$ cat config.mk
export PLATFORM = sky130hd
export DESIGN_NAME = puzzle_move_ctrl
export DESIGN_NICKNAME = d
export VERILOG_FILES = /design/src/rtl/puzzle_move_ctrl_pkg.sv /design/src/rtl/puzzle_move_calc.sv /design/src/rtl/puzzle_move_ctrl.sv
export SDC_FILE = /design/constraint.sdc
export NUM_CORES = 1
export LEC_CHECK = 0
export CAP_MARGIN = 15
export CORE_ASPECT_RATIO = 1.25
export CORE_MARGIN = 10
export CORE_UTILIZATION = 50
export CTS_CLUSTER_SIZE = 28
export DETAILED_ROUTE_END_ITERATION = 7
export GPL_TIMING_DRIVEN = 0
export PLACE_DENSITY = 0.81
export SETUP_SLACK_MARGIN = 0.3
export SYNTH_ARGS = -nofsm -noshare
export SYNTH_HDL_FRONTEND = slang
export SYNTH_SLANG_ARGS = --single-unit
export TNS_END_PERCENT = 100
$ cat constraint.sdc
create_clock -name clk -period 13.07 [get_ports clk]
set_input_delay 2.614 -clock clk [delete_from_list [all_inputs] [get_ports clk]]
set_output_delay 2.614 -clock clk [all_outputs]
set_load 0.01 [all_outputs]
$ cat src/rtl/puzzle_move_ctrl_pkg.sv
// ----------------------------------------------------------------------------
// puzzle_move_ctrl_pkg
//   Shared definitions for the 2x3 sliding-puzzle move controller:
//   board geometry, solved-board default, blank movement directions and the
//   controller FSM state encodings.
//   No ports (package).
// ----------------------------------------------------------------------------
package puzzle_move_ctrl_pkg;

    // Board geometry: 2 rows x 3 columns, 3 bits per cell, cell 0 in the MSBs.
    localparam int unsigned CellW    = 3;
    localparam int unsigned NumCells = 6;
    localparam int unsigned NumCols  = 3;
    localparam int unsigned BoardW   = CellW * NumCells;
    localparam int unsigned DataW    = 40;

    localparam logic [BoardW-1:0] GoalDefault = 18'o123450;

    // Direction the blank moves in.
    typedef enum logic [1:0] {
        DirUp    = 2'd0,
        DirDown  = 2'd1,
        DirLeft  = 2'd2,
        DirRight = 2'd3
    } dir_e;

    // Controller FSM state encodings.
    typedef logic [2:0] state_t;
    localparam state_t StIdle  = 3'd0;
    localparam state_t StRead  = 3'd1;
    localparam state_t StCalc  = 3'd2;
    localparam state_t StWrBrd = 3'd3;
    localparam state_t StWrCnt = 3'd4;

    // Extract cell idx (row*3+col) from a packed board.
    function automatic logic [CellW-1:0] get_cell(input logic [BoardW-1:0] b,
                                                  input int unsigned idx);
        return b[BoardW - CellW * (idx + 1) +: CellW];
    endfunction

endpackage

$ cat src/rtl/puzzle_move_calc.sv
// ----------------------------------------------------------------------------
// puzzle_move_calc
//   Purely combinational move evaluator. Finds the lowest-index blank cell,
//   decides whether the blank may move in the requested direction and, if so,
//   produces the board with the blank swapped with its neighbour.
// Ports:
//   board     in  18  current board
//   dir       in   2  blank movement direction (dir_e encoding)
//   new_board out 18  board after the move (equals board when illegal)
//   legal     out  1  move is legal
// ----------------------------------------------------------------------------
module puzzle_move_calc
    import puzzle_move_ctrl_pkg::*;
(
    input  logic [BoardW-1:0] board,
    input  logic [1:0]        dir,
    output logic [BoardW-1:0] new_board,
    output logic              legal
);

    logic       found;
    logic [2:0] blank;
    logic [2:0] nbr;
    logic       in_row1;
    logic [1:0] col;

    always_comb begin
        found = 1'b0;
        blank = '0;
        for (int unsigned i = 0; i < NumCells; i++) begin
            if (!found && get_cell(board, i) == '0) begin
                found = 1'b1;
                blank = 3'(i);
            end
        end

        in_row1 = (blank >= 3'(NumCols));
        col     = in_row1 ? 2'(blank - 3'(NumCols)) : blank[1:0];

        // A board without any blank cell can never move.
        legal = found;
        nbr   = blank;
        case (dir)
            DirUp: begin
                if (in_row1) nbr = blank - 3'(NumCols);
                else         legal = 1'b0;
            end
            DirDown: begin
                if (!in_row1) nbr = blank + 3'(NumCols);
                else          legal = 1'b0;
            end
            DirLeft: begin
                if (col != 2'd0) nbr = blank - 3'd1;
                else             legal = 1'b0;
            end
            DirRight: begin
                if (col != 2'd2) nbr = blank + 3'd1;
                else             legal = 1'b0;
            end
            default: legal = 1'b0;
        endcase

        new_board = board;
        if (legal) begin
            for (int unsigned i = 0; i < NumCells; i++) begin
                if (3'(i) == blank) begin
                    new_board[BoardW - CellW * (i + 1) +: CellW] =
                        get_cell(board, int'(nbr));
                end else if (3'(i) == nbr) begin
                    new_board[BoardW - CellW * (i + 1) +: CellW] = '0;
                end
            end
        end
    end

endmodule

$ cat src/rtl/puzzle_move_ctrl.sv
// ----------------------------------------------------------------------------
// puzzle_move_ctrl
//   Executes one sliding-puzzle move per command against an external register
//   file: reads the board and move count, evaluates the move, writes back the
//   new board and the incremented count, and reports done/illegal/solved.
//   Sequence from acceptance at cycle T:
//     T+1 READ, T+2 CALC, T+3 WR_BRD (or illegal pulse), T+4 WR_CNT, T+5 done.
// Ports:
//   clk, rst_n           clock, synchronous active-low reset
//   cmd_valid, cmd_dir   move request and blank direction
//   cmd_ready            request accepted (IDLE only)
//   rf_src0, rf_src1     fixed read addresses (board, count)
//   rf_data0, rf_data1   combinational read data
//   rf_we, rf_dst        write enable / address
//   rf_wdata             write data
//   done, illegal        one-cycle completion / rejection pulses
//   solved               last committed board equals GOAL
//   busy                 command in progress
// ----------------------------------------------------------------------------
module puzzle_move_ctrl
    import puzzle_move_ctrl_pkg::*;
#(
    parameter logic [BoardW-1:0] GOAL      = GoalDefault,
    parameter logic [3:0]        REG_BOARD = 4'd0,
    parameter logic [3:0]        REG_CNT   = 4'd1
) (
    input  logic             clk,
    input  logic             rst_n,
    input  logic             cmd_valid,
    input  logic [1:0]       cmd_dir,
    output logic             cmd_ready,
    output logic [3:0]       rf_src0,
    output logic [3:0]       rf_src1,
    output logic [3:0]       rf_dst,
    input  logic [DataW-1:0] rf_data0,
    input  logic [DataW-1:0] rf_data1,
    output logic             rf_we,
    output logic [DataW-1:0] rf_wdata,
    output logic             done,
    output logic             illegal,
    output logic             solved,
    output logic             busy
);

    state_t            state_q, state_d;
    logic [1:0]        dir_q, dir_d;
    logic [BoardW-1:0] board_q, board_d;
    logic [DataW-1:0]  cnt_q, cnt_d;
    logic [BoardW-1:0] new_board_q, new_board_d;
    logic              done_q, done_d;
    logic              illegal_q, illegal_d;
    logic              solved_q, solved_d;

    logic [BoardW-1:0] calc_board;
    logic              calc_legal;

    // Upper board-register bits carry no information.
    logic unused_board_hi;
    assign unused_board_hi = ^rf_data0[DataW-1:BoardW];

    puzzle_move_calc u_calc (
        .board     (board_q),
        .dir       (dir_q),
        .new_board (calc_board),
        .legal     (calc_legal)
    );

    always_comb begin
        state_d     = state_q;
        dir_d       = dir_q;
        board_d     = board_q;
        cnt_d       = cnt_q;
        new_board_d = new_board_q;
        solved_d    = solved_q;
        done_d      = 1'b0;
        illegal_d   = 1'b0;

        case (state_q)
            StIdle: begin
                if (cmd_valid) begin
                    dir_d   = cmd_dir;
                    state_d = StRead;
                end
            end
            StRead: begin
                board_d = rf_data0[BoardW-1:0];
                cnt_d   = rf_data1;
                state_d = StCalc;
            end
            StCalc: begin
                if (calc_legal) begin
                    new_board_d = calc_board;
                    state_d     = StWrBrd;
                end else begin
                    illegal_d = 1'b1;
                    state_d   = StIdle;
                end
            end
            StWrBrd: begin
                solved_d = (new_board_q == GOAL);
                state_d  = StWrCnt;
            end
            StWrCnt: begin
                done_d  = 1'b1;
                state_d = StIdle;
            end
            default: state_d = StIdle;
        endcase
    end

    always_ff @(posedge clk) begin
        if (!rst_n) begin
            state_q     <= StIdle;
            dir_q       <= '0;
            board_q     <= '0;
            cnt_q       <= '0;
            new_board_q <= '0;
            done_q      <= 1'b0;
            illegal_q   <= 1'b0;
            // Matches the register file's reset board.
            solved_q    <= 1'b1;
        end else begin
            state_q     <= state_d;
            dir_q       <= dir_d;
            board_q     <= board_d;
            cnt_q       <= cnt_d;
            new_board_q <= new_board_d;
            done_q      <= done_d;
            illegal_q   <= illegal_d;
            solved_q    <= solved_d;
        end
    end

    // Outputs are gated by rst_n so a reset asserted mid-write blocks the
    // write in that very cycle.
    always_comb begin
        rf_src0  = REG_BOARD;
        rf_src1  = REG_CNT;
        rf_we    = 1'b0;
        rf_dst   = REG_BOARD;
        rf_wdata = '0;
        if (rst_n) begin
            case (state_q)
                StWrBrd: begin
                    rf_we    = 1'b1;
                    rf_dst   = REG_BOARD;
                    rf_wdata = {{(DataW - BoardW){1'b0}}, new_board_q};
                end
                StWrCnt: begin
                    rf_we    = 1'b1;
                    rf_dst   = REG_CNT;
                    rf_wdata = cnt_q + 40'd1;
                end
                default: ;
            endcase
        end
    end

    assign cmd_ready = rst_n && (state_q == StIdle);
    assign busy      = rst_n && (state_q != StIdle);
    assign done      = rst_n && done_q;
    assign illegal   = rst_n && illegal_q;
    assign solved    = solved_q;

endmodule

==> results of run 1 <==
-- final timing paths --
path                    from        endpoint  slack, ns  cells past startpoint
setup / recovery  board_q[9]  new_board_q[2]       5.81                     26
hold / removal     cnt_q[28]       cnt_q[28]       0.49                      2
setup reg to reg  board_q[9]  new_board_q[2]       5.81                     26
hold reg to reg    cnt_q[28]       cnt_q[28]       0.49                      2
-- area by class of cell --
class                      count  area, um^2  area share
buffer                        55       256.5     0.03437
antenna                        1       2.502   0.0003353
sequential                    84        1682      0.2253
clock inverter                 7       57.56    0.007712
inverter                      18       71.32    0.009556
timing repair buffer         109        1091      0.1462
tap                          138       172.7     0.02314
clock buffer                   9       225.2     0.03018
multi-input combinational    630        3905      0.5232
-- power by group --
group	internal [mW]	total, mW	switching, mW
clock network	0.131	0.242	0.111
logic	0.115	0.255	0.141
registers	0.268	0.284	0.0167
-- tightest hold or removal path: cells and delay by family, from the launching register on --
family / cells / cell delay, ns
simple gates: 1 / 0.05
compound gates: 1 / 0.07
flops: 1 / 0.32
-- per-stage QoR --
stage,cell area (um^2),cells,total power [mW]
after CTS,7461,1050,0.7804
after global placement,7178,1034,0.5363
final,7463,1051,0.7818
after global routing,7463,1051,0.8205
after floorplan,5914,787,0.4745
after detailed placement,7178,1034,0.5405
-- state kept, by name (all words and copies together), names as in the netlist --
register and flops:
illegal_q 1, state_q 3, solved 1, done_q 1
board_q 18, cnt_q 40, new_board_q 18, dir_q 2
-- synth_stat cells, types with 3 or more instances --
| cell type | instances |
|---|---|
| a21oi_1 | 38 |
| mux2_2 | 5 |
| and2_1 | 7 |
| a211oi_1 | 4 |
| and3_1 | 7 |
| o211ai_1 | 3 |
| nor3_2 | 3 |
| nand2b_1 | 6 |
| nand3_1 | 29 |
| xor2_1 | 22 |
| xnor2_1 | 14 |
| o21ai_0 | 52 |
| a21boi_0 | 60 |
| buf_4 | 13 |
| mux4_2 | 6 |
| nor2_1 | 44 |
| nor3_1 | 11 |
| and4_1 | 3 |
| a22oi_1 | 3 |
| mux2i_1 | 16 |
| o211ai_2 | 3 |
| clkbuf_1 | 40 |
| nand4_1 | 8 |
| dfxtp_1 | 84 |
| inv_1 | 13 |
| nand3b_1 | 3 |
| a31oi_1 | 4 |
| inv_2 | 3 |
| ha_1 | 18 |
| or3_1 | 15 |
| nand2_1 | 178 |
| a221oi_1 | 5 |
-- cell families (layout without fill, tap and decap cells) --
group / Yosys count / in the layout
simple gates: 335 / 335
compound gates: 201 / 201
flops: 84 / 84
buf+inv: 73 / 198
xor+xnor: 37 / 37
mux: 28 / 28
fa+ha+maj: 18 / 18
other cells: 2 / 12
-- metal layers --
layer  share of wire  vias to the layer above  global-route usage
met5               0                        -                   0
met4           0.024                        0             0.08475
met3           0.061                       27             0.03544
met2            0.52                      212              0.3800
met1            0.40                     2744              0.2439
li1                -                     2956                   -
==> metrics.md, run 1 <==
| Metric | Value |
|---|---|
| CP endpoint kind | `register` |
| Pre-CTS WS | `5.835 ns` |
| Routed wire per std cell | `16.86 um` |
| Core box area | `11560 um^2` |
| Simple-Gate Fraction of Synth Area | `0.2685` |
| Largest net degree at the start of global routing | `17` |
| Final setup fails | `0` |
| Post-synthesis cell count | `778` |
| PwrDens | `104.7 nW/um^2` |
| Synth Area in XOR/XNOR | `0.05638` |
| I/O Buffers | `109` |
| Combinational family with the most area after synthesis | `simple AND/OR/NAND/NOR gates` |
| Critical path class | `register to register` |
| Most frequent CP cell | `ha_1` |
| Min Tclk post-route | `7.255 ns` |
| Syn Area/Cell | `7.559 um^2` |
| Vias post-DR | `5939` |
| CTS Hold Bufs | `0` |
| Async S/R FF share, synth | `0` |
| RSZ-0062 raised after global routing | `false` |
| CP top delay family | `compound AO/OA/AOI/OAI gates` |
| Post-CTS Setup Bufs | `0` |
| Clock sink count | `84` |
| Critical Path RT | `13.29 ns` |
| Synth warn | `0` |
| H-tree lvl count | `3` |
| Max cap viols | `0` |
| Drt drc | `0` |
| Post-layout util | `0.6456` |
| CTS tree | `yes` |
| Mux cell area share after synthesis | `0.06213` |
| Ports | `143` |
| DR pass1 iterations | `5` |
| Hpwl dp | `13760 um` |
| Final nets | `1010` |
| Synth area leaders | `dfxtp_1 29%, nand2_1 11%, a21boi_0 7.7%` |
| DIE AREA | `16530 um^2` |
| Latest clock arrival within the worst-skew pair | `0.34 ns` |
| #FFs+latches synth | `84` |
| Synth unique cells | `75` |
| Fmax | `137.8 MHz` |
| CP Launch Type | `register` |
| Complex-gate fraction of the synthesized area | `0.2317` |
| Buf/Inv on CP | `7` |
| GRT Resource Usage Total | `0.2132` |
| Slew Limit Fails | `0` |
| Number of DRC markers in iteration 0 | `360` |
| Synth Area in Adders | `0.03830` |
| Via density | `5.651` |
| Worst setup margin | `5.815 ns` |
| Commonest non-fill, non-tap cell in the layout | `nand2_1` |
| First-pass GRT wire length | `28460 um` |
| Total CTS buffers | `9` |
| Fill cell count | `1010` |
| CP max FO | `12` |
| Worst slew margin | `0.3943` |
| Hold Path Class | `register to register` |
| # resized after CTS | `0` |
| Share of cells above drive strength 1 | `0.08004` |
| Initial antenna violation count | `1` |
| Root buf cell | `clkbuf_16` |
| Post-route ant nets | `0` |
| Critical path arrival | `7.47 ns` |
| Period utilisation layout | `0.5551` |
| CP max stage delay | `0.60 ns` |
| Final Hold Viols | `0` |
| Synth top area share | `0.2860` |
| Most frequent cells in the layout | `178 x nand2_1, 109 x clkdlybuf4s50_1, 84 x dfxtp_1` |
| Vias in the first global route | `5859` |
| Initial core utilization | `0.5087` |
| Clock Path Buffers | `2` |
| Mapped Area | `5881 um^2` |
| # rows | `44` |
| Height of the chip | `141.3 um` |
| Register area share after synthesis | `0.2860` |
| Worst-case vdd ir drop | `0.00008761 V` |
| Hold WS | `0.4882 ns` |
| Post-synth EDFFs | `0` |
| Leakage | `2.644 nW` |
| Aggregate routed wire length | `17730 um` |
| Slowest-stage cell, CP | `or4_4` |
| Status | `finished clean` |
| Setup TNS | `0 ns` |
| Post-synth top flop | `dfxtp_1` |
| Synth area leader | `dfxtp_1` |
| Area growth from synthesis to layout | `26.91%` |
| Gpl congestion | `0.9131` |
| CTS clk-pin slew, worst paths | `0.07 ns` |
| GR Overflow Total | `0` |
| Die X-Extent | `117 um` |
| Clock Skews | `0.007070 ns` |
| Worst Max-Slew Pin Slew | `0.9016 ns` |
(Power assumes the default switching activity.)
==> run 2: changes to the inputs <==
- clock period: 13.07 -> 6.9 ns (I/O delays scaled with it)
==> metrics.md, run 2 (synthesis gave the netlist of run 1 again) <==
| Metric | Value |
|---|---|
| Status | `finished clean` |
| Slew Limit Fails | `0` |
| Initial antenna violation count | `1` |
| Finished Layout Cells | `1056` |
| Critical path arrival | `6.63 ns` |
| Flip-flop count of the largest register after layout | `40` |
| Clock Skews | `0.009519 ns` |
| CP Cell Sequence | `nor3_2 > or4_4 > a21oi_4 > inv_2 > buf_2 > ha_1 > clkbuf_2 > a21oi_4 > mux2i_4 > nand3_1 > a211o_4 > ha_1 > ha_1 > inv_1 > ha_1 > inv_1 > ha_2 > xor2_4 > mux2_2 > mux4_2 > a2bb2oi_2 > o22ai_4 > a221oi_1 > nor2_1` |
| CP endpoint kind | `register` |
| Total CTS buffers | `9` |
| Slowest-stage cell, CP | `or4_4` |
| Aggregate routed wire length | `17810 um` |
| Buf/Inv on CP | `5` |
| Ports | `143` |
| Area growth from synthesis to layout | `29.77%` |
| Most frequent CP cell | `ha_1` |
| Routed wire per std cell | `16.87 um` |
| Clock share of power | `0.301` |
| Final setup fails | `0` |
| CTS Hold Bufs | `0` |
| Critical path class | `register to register` |
| Worst slew margin | `0.3978` |
| Final Hold Viols | `0` |
| Hold Path Class | `register to register` |
| Top Registers | `cnt_q x40, board_q x18, new_board_q x18` |
| CP Launch Type | `register` |
| Clock sink count | `84` |
| Largest net degree at the start of global routing | `17` |
| I/O Buffers | `109` |
| Height of the chip | `141.3 um` |
| Fmax | `156.1 MHz` |
| Gpl congestion | `0.9131` |
| Via density | `5.621` |
| GR Overflow Total | `0` |
| DIE AREA | `16530 um^2` |
| Setup TNS | `0 ns` |
| GRT Resource Usage Total | `0.2140` |
| Vias in the first global route | `5891` |
| P_int | `997.0 uW` |
| Seq pwr share | `0.353` |
| Worst Max-Slew Pin Slew | `0.8963 ns` |
| Share of cells above drive strength 1 | `0.1145` |
| Root buf cell | `clkbuf_16` |
| Die X-Extent | `117 um` |
| Hpwl dp | `13760 um` |
| Number of DRC markers in iteration 0 | `366` |
| First-pass GRT wire length | `28570 um` |
| DP Area | `7178 um^2` |
| Sw Pwr | `532.3 uW` |
| Min Tclk post-route | `6.405 ns` |
| Most frequent cells in the layout | `178 x nand2_1, 109 x clkdlybuf4s50_1, 72 x dfxtp_1` |
| Critical Path RT | `7.12 ns` |
| Core box area | `11560 um^2` |
| Overall power | `1.529 mW` |
| DR pass1 iterations | `7` |
| Max cap viols | `0` |
| Design area | `7631 um^2` |
| Initial core utilization | `0.5087` |
| # rows | `44` |
| Vias post-DR | `5936` |
| Commonest non-fill, non-tap cell in the layout | `nand2_1` |
| CTS clk-pin slew, worst paths | `0.06 ns` |
| Clock Path Buffers | `2` |
| Cells after DPL | `1034` |
| R2R Setup Slk | `0.49 ns` |
| Leakage | `2.715 nW` |
| Post-layout util | `0.6601` |
| Worst-case vdd ir drop | `0.0001651 V` |
| Latest clock arrival within the worst-skew pair | `0.35 ns` |
| Post-route ant nets | `0` |
| Biggest register | `cnt_q` |
| CP max stage delay | `0.54 ns` |
| PwrDens | `200.4 nW/um^2` |
| H-tree lvl count | `3` |
| Final nets | `1015` |
| RSZ-0062 raised after global routing | `true` |
| CP max FO | `10` |
| Combinational fraction of design power | `0.347` |
| CTS tree | `yes` |
| Period utilisation layout | `0.9283` |
| Switching Share | `0.3481` |
| CP top delay family | `compound AO/OA/AOI/OAI gates` |
| Drt drc | `0` |
run 2: power groups by stage:
stage          Combinational, mW  Clock, mW  Sequential, mW
2_1_floorplan              0.360          0           0.538
3_3_place_gp               0.469          0           0.547
3_5_place_dp               0.476          0           0.548
4_1_cts                    0.497      0.462           0.538
5_1_grt                    0.580      0.481           0.542
6_report                   0.530      0.460           0.539
run 2: worst register-to-register path, cell delays in order, from the launching register on:
cell and delay [ns]:
dfxtp_2 0.44, nor3_2 0.12, or4_4 0.54, a21oi_4 0.18
inv_2 0.10, buf_2 0.19, ha_1 0.20, clkbuf_2 0.18
a21oi_4 0.20, mux2i_4 0.34, nand3_1 0.13, a211o_4 0.40
ha_1 0.22, ha_1 0.30, inv_1 0.06, ha_1 0.27
inv_1 0.04, ha_2 0.38, xor2_4 0.28, mux2_2 0.38
mux4_2 0.51, a2bb2oi_2 0.22, o22ai_4 0.14, a221oi_1 0.35
nor2_1 0.09
run 2: repair_timing:
| action | CTS | global route |
|---|---|---|
| endpoints found under the setup margin | 18 | 18 |
| pin swaps | 1 | 4 |
| gates resized for setup | 12 | 28 |
| buffers inserted | 1 | 4 |
run 2: per-layer routing:
layer | global-route usage | wire [um] | up-vias
met5 | 0 | 0 | -
met4 | 0.08605 | 470 | 0
met3 | 0.03671 | 980 | 29
met2 | 0.3818 | 9155 | 189
met1 | 0.2434 | 7204 | 2759
li1 | - | - | 2959
run 2: path summary, 6_finish.rpt:
kind | startpoint | to | cells past startpoint
max | board_q[17] | new_board_q[5] | 24
min reg2reg | cnt_q[28] | cnt_q[28] | 2
max reg2reg | board_q[17] | new_board_q[5] | 24
min | cnt_q[28] | cnt_q[28] | 2
run 2: layout make-up:
class,count,area [um^2]
multi-input combinational,630,4009
buffer,55,265.3
fill,992,3930
sequential,84,1699
clock inverter,7,57.56
tap,138,172.7
timing repair buffer,114,1129
inverter,18,71.32
antenna,1,2.502
clock buffer,9,225.2
run 2: metrics by stage:
step / hold WS, ns / setup WS [ns]
finish: 0.4910 / 0.4946
global route: 0.5133 / 0.2121
CTS: 0.4924 / 0.3256
detailed placement: 0.4829 / -0.2229
global placement: 0.4668 / -0.1029
floorplan: 0.4487 / 0.8528
